<file path="src/rtl/gpio_in_debounce_pkg.sv">
// Shared types and helpers for the GPIO input debouncer.
// Channel FSM states and the counter-width helper used by every channel.
package gpio_debounce_pkg;

  typedef enum logic {DB_STABLE, DB_COUNTING} db_state_t;

  // Wide enough to hold DEBOUNCE_CYCLES itself, so the count can never wrap.
  function automatic int cnt_width(input int cycles);
    return $clog2(cycles + 1);
  endfunction

endpackage

</file>
<file path="src/rtl/gpio_in_debounce_if.sv">
// Bus bundle between the board-side driver and the debouncer.
// The debouncer sits on the slave modport.
interface gpio_in_debounce_if #(
  parameter int WIDTH = 16
);

  logic [WIDTH-1:0] RAW_IN;
  logic [WIDTH-1:0] IRQ_MASK;
  logic [WIDTH-1:0] IRQ_CLR;
  logic [WIDTH-1:0] CLEAN_OUT;
  logic [WIDTH-1:0] RISE;
  logic [WIDTH-1:0] FALL;
  logic [WIDTH-1:0] IRQ_PEND;
  logic             CHANGE_IRQ;

  modport master (
    output RAW_IN, IRQ_MASK, IRQ_CLR,
    input  CLEAN_OUT, RISE, FALL, IRQ_PEND, CHANGE_IRQ
  );

  modport slave (
    input  RAW_IN, IRQ_MASK, IRQ_CLR,
    output CLEAN_OUT, RISE, FALL, IRQ_PEND, CHANGE_IRQ
  );

endinterface

</file>
<file path="src/rtl/gpio_in_debounce_bit.sv">
// One debounced channel: synchroniser, stability counter, clean level and edge pulses.
// edge_next is the unregistered next-state edge, so pending flags can set alongside the pulse.
module debounce_bit
  import gpio_debounce_pkg::*;
#(
  parameter int SYNC_STAGES     = 2,
  parameter int DEBOUNCE_CYCLES = 50000
) (
  input  logic HCLK,
  input  logic RESET,
  input  logic raw,
  output logic clean,
  output logic rise,
  output logic fall,
  output logic edge_next
);

  localparam int              CNT_W    = cnt_width(DEBOUNCE_CYCLES);
  localparam logic [CNT_W-1:0] CNT_LAST = CNT_W'(DEBOUNCE_CYCLES - 1);
  localparam logic [CNT_W-1:0] CNT_ONE  = CNT_W'(1);

  logic [SYNC_STAGES-1:0] sync_q;
  logic                   s;
  db_state_t              state_q, state_d;
  logic [CNT_W-1:0]       cnt_q, cnt_d;
  logic                   clean_d, rise_d, fall_d;

  always_ff @(posedge HCLK) begin
    if (RESET) begin
      sync_q <= '0;
    end else begin
      sync_q <= {sync_q[SYNC_STAGES-2:0], raw};
    end
  end

  assign s = sync_q[SYNC_STAGES-1];

  always_ff @(posedge HCLK) begin
    if (RESET) begin
      state_q <= DB_STABLE;
      cnt_q   <= '0;
      clean   <= 1'b0;
      rise    <= 1'b0;
      fall    <= 1'b0;
    end else begin
      state_q <= state_d;
      cnt_q   <= cnt_d;
      clean   <= clean_d;
      rise    <= rise_d;
      fall    <= fall_d;
    end
  end

  // Any sample matching the clean level before the count completes restarts the wait.
  always_comb begin
    state_d = state_q;
    cnt_d   = cnt_q;
    clean_d = clean;
    rise_d  = 1'b0;
    fall_d  = 1'b0;
    case (state_q)
      DB_STABLE: begin
        if (s != clean) begin
          state_d = DB_COUNTING;
          cnt_d   = CNT_ONE;
        end else begin
          cnt_d = '0;
        end
      end
      DB_COUNTING: begin
        if (s == clean) begin
          state_d = DB_STABLE;
          cnt_d   = '0;
        end else if (cnt_q == CNT_LAST) begin
          clean_d = s;
          rise_d  = s;
          fall_d  = ~s;
          state_d = DB_STABLE;
          cnt_d   = '0;
        end else begin
          cnt_d = cnt_q + CNT_ONE;
        end
      end
    endcase
  end

  assign edge_next = rise_d | fall_d;

endmodule

</file>
<file path="src/rtl/gpio_in_debounce.sv">
// Switch input conditioner feeding GPIOIN: per-bit debounce plus sticky, maskable change interrupt.
// All outputs are registered; nothing passes combinationally from an input to an output.
module gpio_in_debounce
  import gpio_debounce_pkg::*;
#(
  parameter int WIDTH           = 16,
  parameter int SYNC_STAGES     = 2,
  parameter int DEBOUNCE_CYCLES = 50000
) (
  input  logic                HCLK,
  input  logic                RESET,
  gpio_in_debounce_if.slave   bus
);

  logic [WIDTH-1:0] clean_vec;
  logic [WIDTH-1:0] rise_vec;
  logic [WIDTH-1:0] fall_vec;
  logic [WIDTH-1:0] edge_next_vec;
  logic [WIDTH-1:0] pend_q;
  logic             change_q;

  for (genvar g = 0; g < WIDTH; g++) begin : g_bit
    debounce_bit #(
      .SYNC_STAGES     (SYNC_STAGES),
      .DEBOUNCE_CYCLES (DEBOUNCE_CYCLES)
    ) u_bit (
      .HCLK      (HCLK),
      .RESET     (RESET),
      .raw       (bus.RAW_IN[g]),
      .clean     (clean_vec[g]),
      .rise      (rise_vec[g]),
      .fall      (fall_vec[g]),
      .edge_next (edge_next_vec[g])
    );
  end

  // A new masked edge outranks a simultaneous clear so no event is ever lost.
  always_ff @(posedge HCLK) begin
    if (RESET) begin
      pend_q   <= '0;
      change_q <= 1'b0;
    end else begin
      pend_q   <= (pend_q & ~bus.IRQ_CLR) | (edge_next_vec & bus.IRQ_MASK);
      change_q <= |pend_q;
    end
  end

  assign bus.CLEAN_OUT  = clean_vec;
  assign bus.RISE       = rise_vec;
  assign bus.FALL       = fall_vec;
  assign bus.IRQ_PEND   = pend_q;
  assign bus.CHANGE_IRQ = change_q;

endmodule

</file>
<file path="src/flat_wrapper.sv">
// flat-port wrapper written by rule: the top's interface ports become plain ports
module gpio_in_debounce_flat import gpio_debounce_pkg::*;
#(
  parameter int WIDTH           = 16,
  parameter int SYNC_STAGES     = 2,
  parameter int DEBOUNCE_CYCLES = 50000
)
  (HCLK, RESET, bus_RAW_IN, bus_IRQ_MASK, bus_IRQ_CLR, bus_CLEAN_OUT, bus_RISE, bus_FALL, bus_IRQ_PEND, bus_CHANGE_IRQ);
  gpio_in_debounce_if #(.WIDTH(WIDTH)) bus_i ();
  input  logic HCLK;
  input  logic RESET;
  input wire logic [$bits(bus_i.RAW_IN)-1:0] bus_RAW_IN;
  input wire logic [$bits(bus_i.IRQ_MASK)-1:0] bus_IRQ_MASK;
  input wire logic [$bits(bus_i.IRQ_CLR)-1:0] bus_IRQ_CLR;
  output wire logic [$bits(bus_i.CLEAN_OUT)-1:0] bus_CLEAN_OUT;
  output wire logic [$bits(bus_i.RISE)-1:0] bus_RISE;
  output wire logic [$bits(bus_i.FALL)-1:0] bus_FALL;
  output wire logic [$bits(bus_i.IRQ_PEND)-1:0] bus_IRQ_PEND;
  output wire logic [$bits(bus_i.CHANGE_IRQ)-1:0] bus_CHANGE_IRQ;
  assign bus_i.RAW_IN = bus_RAW_IN;
  assign bus_i.IRQ_MASK = bus_IRQ_MASK;
  assign bus_i.IRQ_CLR = bus_IRQ_CLR;
  assign bus_CLEAN_OUT = bus_i.CLEAN_OUT;
  assign bus_RISE = bus_i.RISE;
  assign bus_FALL = bus_i.FALL;
  assign bus_IRQ_PEND = bus_i.IRQ_PEND;
  assign bus_CHANGE_IRQ = bus_i.CHANGE_IRQ;
  gpio_in_debounce #(.WIDTH(WIDTH), .SYNC_STAGES(SYNC_STAGES), .DEBOUNCE_CYCLES(DEBOUNCE_CYCLES)) u_core (.HCLK(HCLK), .RESET(RESET), .bus(bus_i));
endmodule
</file>
<file path="config.mk">
export PLATFORM = sky130hd
export DESIGN_NAME = gpio_in_debounce_flat
export DESIGN_NICKNAME = d
export VERILOG_FILES = /design/src/rtl/gpio_in_debounce_pkg.sv /design/src/rtl/gpio_in_debounce_if.sv /design/src/rtl/gpio_in_debounce_bit.sv /design/src/rtl/gpio_in_debounce.sv /design/src/flat_wrapper.sv
export SDC_FILE = /design/constraint.sdc
export NUM_CORES = 1
export LEC_CHECK = 0
export CAP_MARGIN = 20
export CORE_ASPECT_RATIO = 1.25
export CORE_MARGIN = 2
export CORE_UTILIZATION = 50
export CTS_CLUSTER_SIZE = 24
export DETAILED_ROUTE_END_ITERATION = 16
export DONT_BUFFER_PORTS = 1
export GPL_TIMING_DRIVEN = 0
export HOLD_SLACK_MARGIN = 0.03
export PLACE_DENSITY = 0.67
export SYNTH_ARGS = -nofsm -noshare
export SYNTH_HDL_FRONTEND = slang
export SYNTH_SLANG_ARGS = --single-unit
</file>
<file path="constraint.sdc">
create_clock -name HCLK -period 3 [get_ports HCLK]
set_clock_uncertainty 0.05 [all_clocks]
set_input_delay 0.15 -clock HCLK [delete_from_list [all_inputs] [get_ports HCLK]]
set_output_delay 0.15 -clock HCLK [all_outputs]
set_load 0.01 [all_outputs]
</file>
==> summary.md <==
| Metric | Value |
|---|---|
| Initial DRC count | 530 |
| Initial core utilization | 50.8% |
| P&R area growth vs syn | 14.0% |
| Static leakage | 5.65 nW |
| Startpoint Class | input pin |
| Row count | 72 |
| Syn_nets | 1781 |
| Post-route ant nets | 0 |
| Pre-CTS setup slack | 106 ps |
| Die Y-Extent | 202 microns |
| Initial antenna violation count | 1 |
| Clock latency on the worst-skew pair | 540 ps |
| Crit Reg-Reg Endpoint | u_core.bus.IRQ_PEND[0] |
| WS Path Type | in2reg |
| Max Fclk | 344 MHz |
| Mean Syn Cell Area | 9.18 sq um |
| Vias in the first global route | 11300 |
| Fin crit share | 96.8% |
| Top cells by area, synth | dfxtp_1 47%, xnor2_1 11%, nor2_1 7.5%, nand3_1 2.7%, buf_4 2.6% |
| WP data required | 3360 ps |
| PwrDens | 541 mW/mm^2 |
| CTS Sinks | 369 |
| Crit path cell chain | clkbuf_1, clkbuf_1, buf_1, nor2_1, nand2_1, o21ai_0, dlygate4sd3_1 |
| Clk pin slew, worst setup/hold paths | 60 ps |
| CP Capture Type | flop |
| Hold wc startpoint | bus_RAW_IN[7] |
| Most frequent CP cell | clkbuf_1 |
| Die width | 163 microns |
| Fin util | 57.9% |
| Reg-to-reg setup timing slack | 280 ps |
| WHS Endpoint | u_core.g_bit[7].u_bit.sync_q[0] |
| Routability cong. | 0.850 |
| Unrepaired setup endpoints after global routing | no |
| DP HPWL | 23500 microns |
| Async SR Flop Fraction | 0% |
| Grt ovf | 0 |
| Critical-path top delay cell | clkbuf_1 |
| Sequential area share after synthesis | 46.9% |
| Cell taking the most area after synthesis | dfxtp_1 |
| # DRC | 0 |
| Post-Route WL | 33400 microns |
| TritonCTS clock tree | done |
| IO buf count | 0 |
| Die area | 0.0329 sq mm |
| Via/cell ratio | 5.27 |
| Tmin final | 2900 ps |
| Final nets | 1869 |
| # placed instances | 2122 |
| Largest net degree at the start of global routing | 15 |
| Sequential cell area | 0.00739 sq mm |
| Layout cells sized above 1 | 9.25% |
| Diodes inserted | 0 |
| Num CTS Buffers | 38 |
| Post-synth top area share | 46.9% |
| Setup_tns | 0 ps |
| First drt pass iteration count | 6 |
| Hold Crit Depth | 2 |
| Worst flop-to-flop path startpoint | u_core.g_bit[0].u_bit.cnt_q[0] |
| Root buf cell | clkbuf_16 |
| Crit-path leading delay family | buffers and inverters |
| Slew Limit Fails | 0 |
| I/O Pins | 115 |
| Crit Path Max Fanout | 10 |
| Post-synth EDFFs | 0 |
| Clock buffer depth | 3 |
| Hold Crit Class | in2reg |
| Outcome | completed |
| Final worst slack | 96.9 ps |
| Syn. warnings | 0 |
| Core Region | 0.0310 sq mm |
| Top post-synthesis cells by count | 369 x dfxtp_1, 316 x nor2_1, 192 x xnor2_1, 85 x nand3_1, 82 x nand2_1 |
| H-tree depth | 2 |
| Wire length per cell | 14.9 microns |
| All-Layer GR Usage | 20.4% |
| Cell Area, Synth | 0.0157 sq mm |
| Maximum vdd drop | 0.000369 V |
| CP peak stage delay | 910 ps |
| Max_cap viols | 0 |
| R2R depth | 6 |
| Final setup viols | 0 |
| Routed via count | 11800 |
| Post-CTS Setup Bufs | 0 |
| Fillcell total | 2710 |
| Number of synthesized register bits | 369 |
| Mapped Cells | 1715 |
| Critical path arrival | 3270 ps |
| First-pass GRT wire length | 54900 microns |
| Hold_ws | 226 ps |
| CP Buf/Inv Count | 4 |
| Relative slew margins | 23.7% |
| Count leader, synth | dfxtp_1 |
| Worst slew pin tran | 1140 ps |
| Final-report hold violation count | 0 |
| Post-synth top flop | dfxtp_1 |
| Post-synthesis cell type count | 51 |
| Post-Layout Cell Count | 2234 |
| Area of the multi-input gates | 0.00751 sq mm |
-- per-layer routing --
metal | up-vias | wire length (microns) | track usage, %
li1 | 5981 | - | -
met1 | 5538 | 14500 | 24.8
met2 | 186 | 16000 | 35.3
met3 | 70 | 1640 | 3.73
met4 | 2 | 1200 | 8.44
met5 | - | 11 | 0
-- cells in the final DEF (no fill, tap or decap), types with 9 or more instances in the layout --
cell	netlist	routed
o21ai_0	26	26
xnor2_1	192	192
or4b_1	17	17
nand4_1	53	53
dfxtp_1	369	369
a21boi_0	18	18
or4bb_1	19	19
buf_4	54	54
nor2b_1	40	40
dlygate4sd3_1	0	48
nand2_1	82	82
and2_1	26	26
nand3b_2	10	10
buf_6	10	10
inv_1	71	71
clkbuf_1	12	20
nor3_1	61	61
ha_1	16	16
nor2_1	316	316
nor4_2	9	9
nand3_1	85	85
xor2_1	38	38
and3_1	19	19
a21oi_1	20	20
clkbuf_16	0	39
nor4_1	53	53
nand4b_1	9	9
-- stage by stage --
stage | power (W) | cell area [sq um]
after floorplan | 0.00512 | 15700
after global routing | 0.0100 | 17900
after global placement | 0.00517 | 16200
after detailed placement | 0.00518 | 16200
after CTS | 0.00982 | 17900
final | 0.00970 | 17900
-- area by class of cell --
cell class	instances	share of cell area (%)
plain buffers	79	3.22
clock buffers	53	6.07
clock inverters	11	0.656
inverters	71	1.49
multi-input cells	1196	41.9
flip-flops and latches	369	41.2
well taps	407	2.84
repair buffers	48	2.68
-- registers in the layout (all words and copies together) (netlist names) --
register / count
u_core.g_bit.u_bit.cnt_q: 256
u_core.g_bit.u_bit.sync_q: 32
u_core.bus.IRQ_PEND: 16
u_core.g_bit.u_bit.clean: 16
u_core.g_bit.u_bit.fall: 16
u_core.g_bit.u_bit.rise: 16
u_core.g_bit.u_bit.state_q: 16
u_core.bus.CHANGE_IRQ: 1
-- what timing repair did --
action | in CTS | in global routing
resized for setup | 0 | 0
hold buffers | 48 | 0
endpoints found under the setup margin | 0 | 0
hold endpoints to repair | 32 | 0
-- report_power, final --
group	switching, W	total (W)	internal, W
clock	0.00190	0.00460	0.00270
combinational	0.0000779	0.000138	0.0000604
sequential	0.0000294	0.00496	0.00493
-- how the worst max path moves through the flow --
stage / from / end / slack, ps / cells after the start
detailed placement: RESET / u_core.bus.IRQ_PEND[10] / 110 / 6
floorplan: u_core.g_bit[1].u_bit.cnt_q[4] / u_core.g_bit[1].u_bit.cnt_q[15] / 1130 / 5
global route: RESET / u_core.bus.IRQ_PEND[10] / 20 / 7
finish: RESET / u_core.bus.IRQ_PEND[10] / 100 / 7
global placement: RESET / u_core.bus.IRQ_PEND[10] / 110 / 6
CTS: RESET / u_core.bus.IRQ_PEND[10] / 140 / 7
-- cells by family (layout without fill, tap and decap cells) --
group | after synthesis | in the layout | synth area share (%)
xor+xnor | 230 | 230 | 12.8
simple gates | 853 | 853 | 29.5
mux | 1 | 1 | 0.0636
fa+ha+maj | 16 | 16 | 1.27
flops | 369 | 369 | 46.9
compound gates | 96 | 96 | 4.10
buf+inv | 150 | 262 | 5.36
Note: power is estimated with default switching activity, not from simulation.
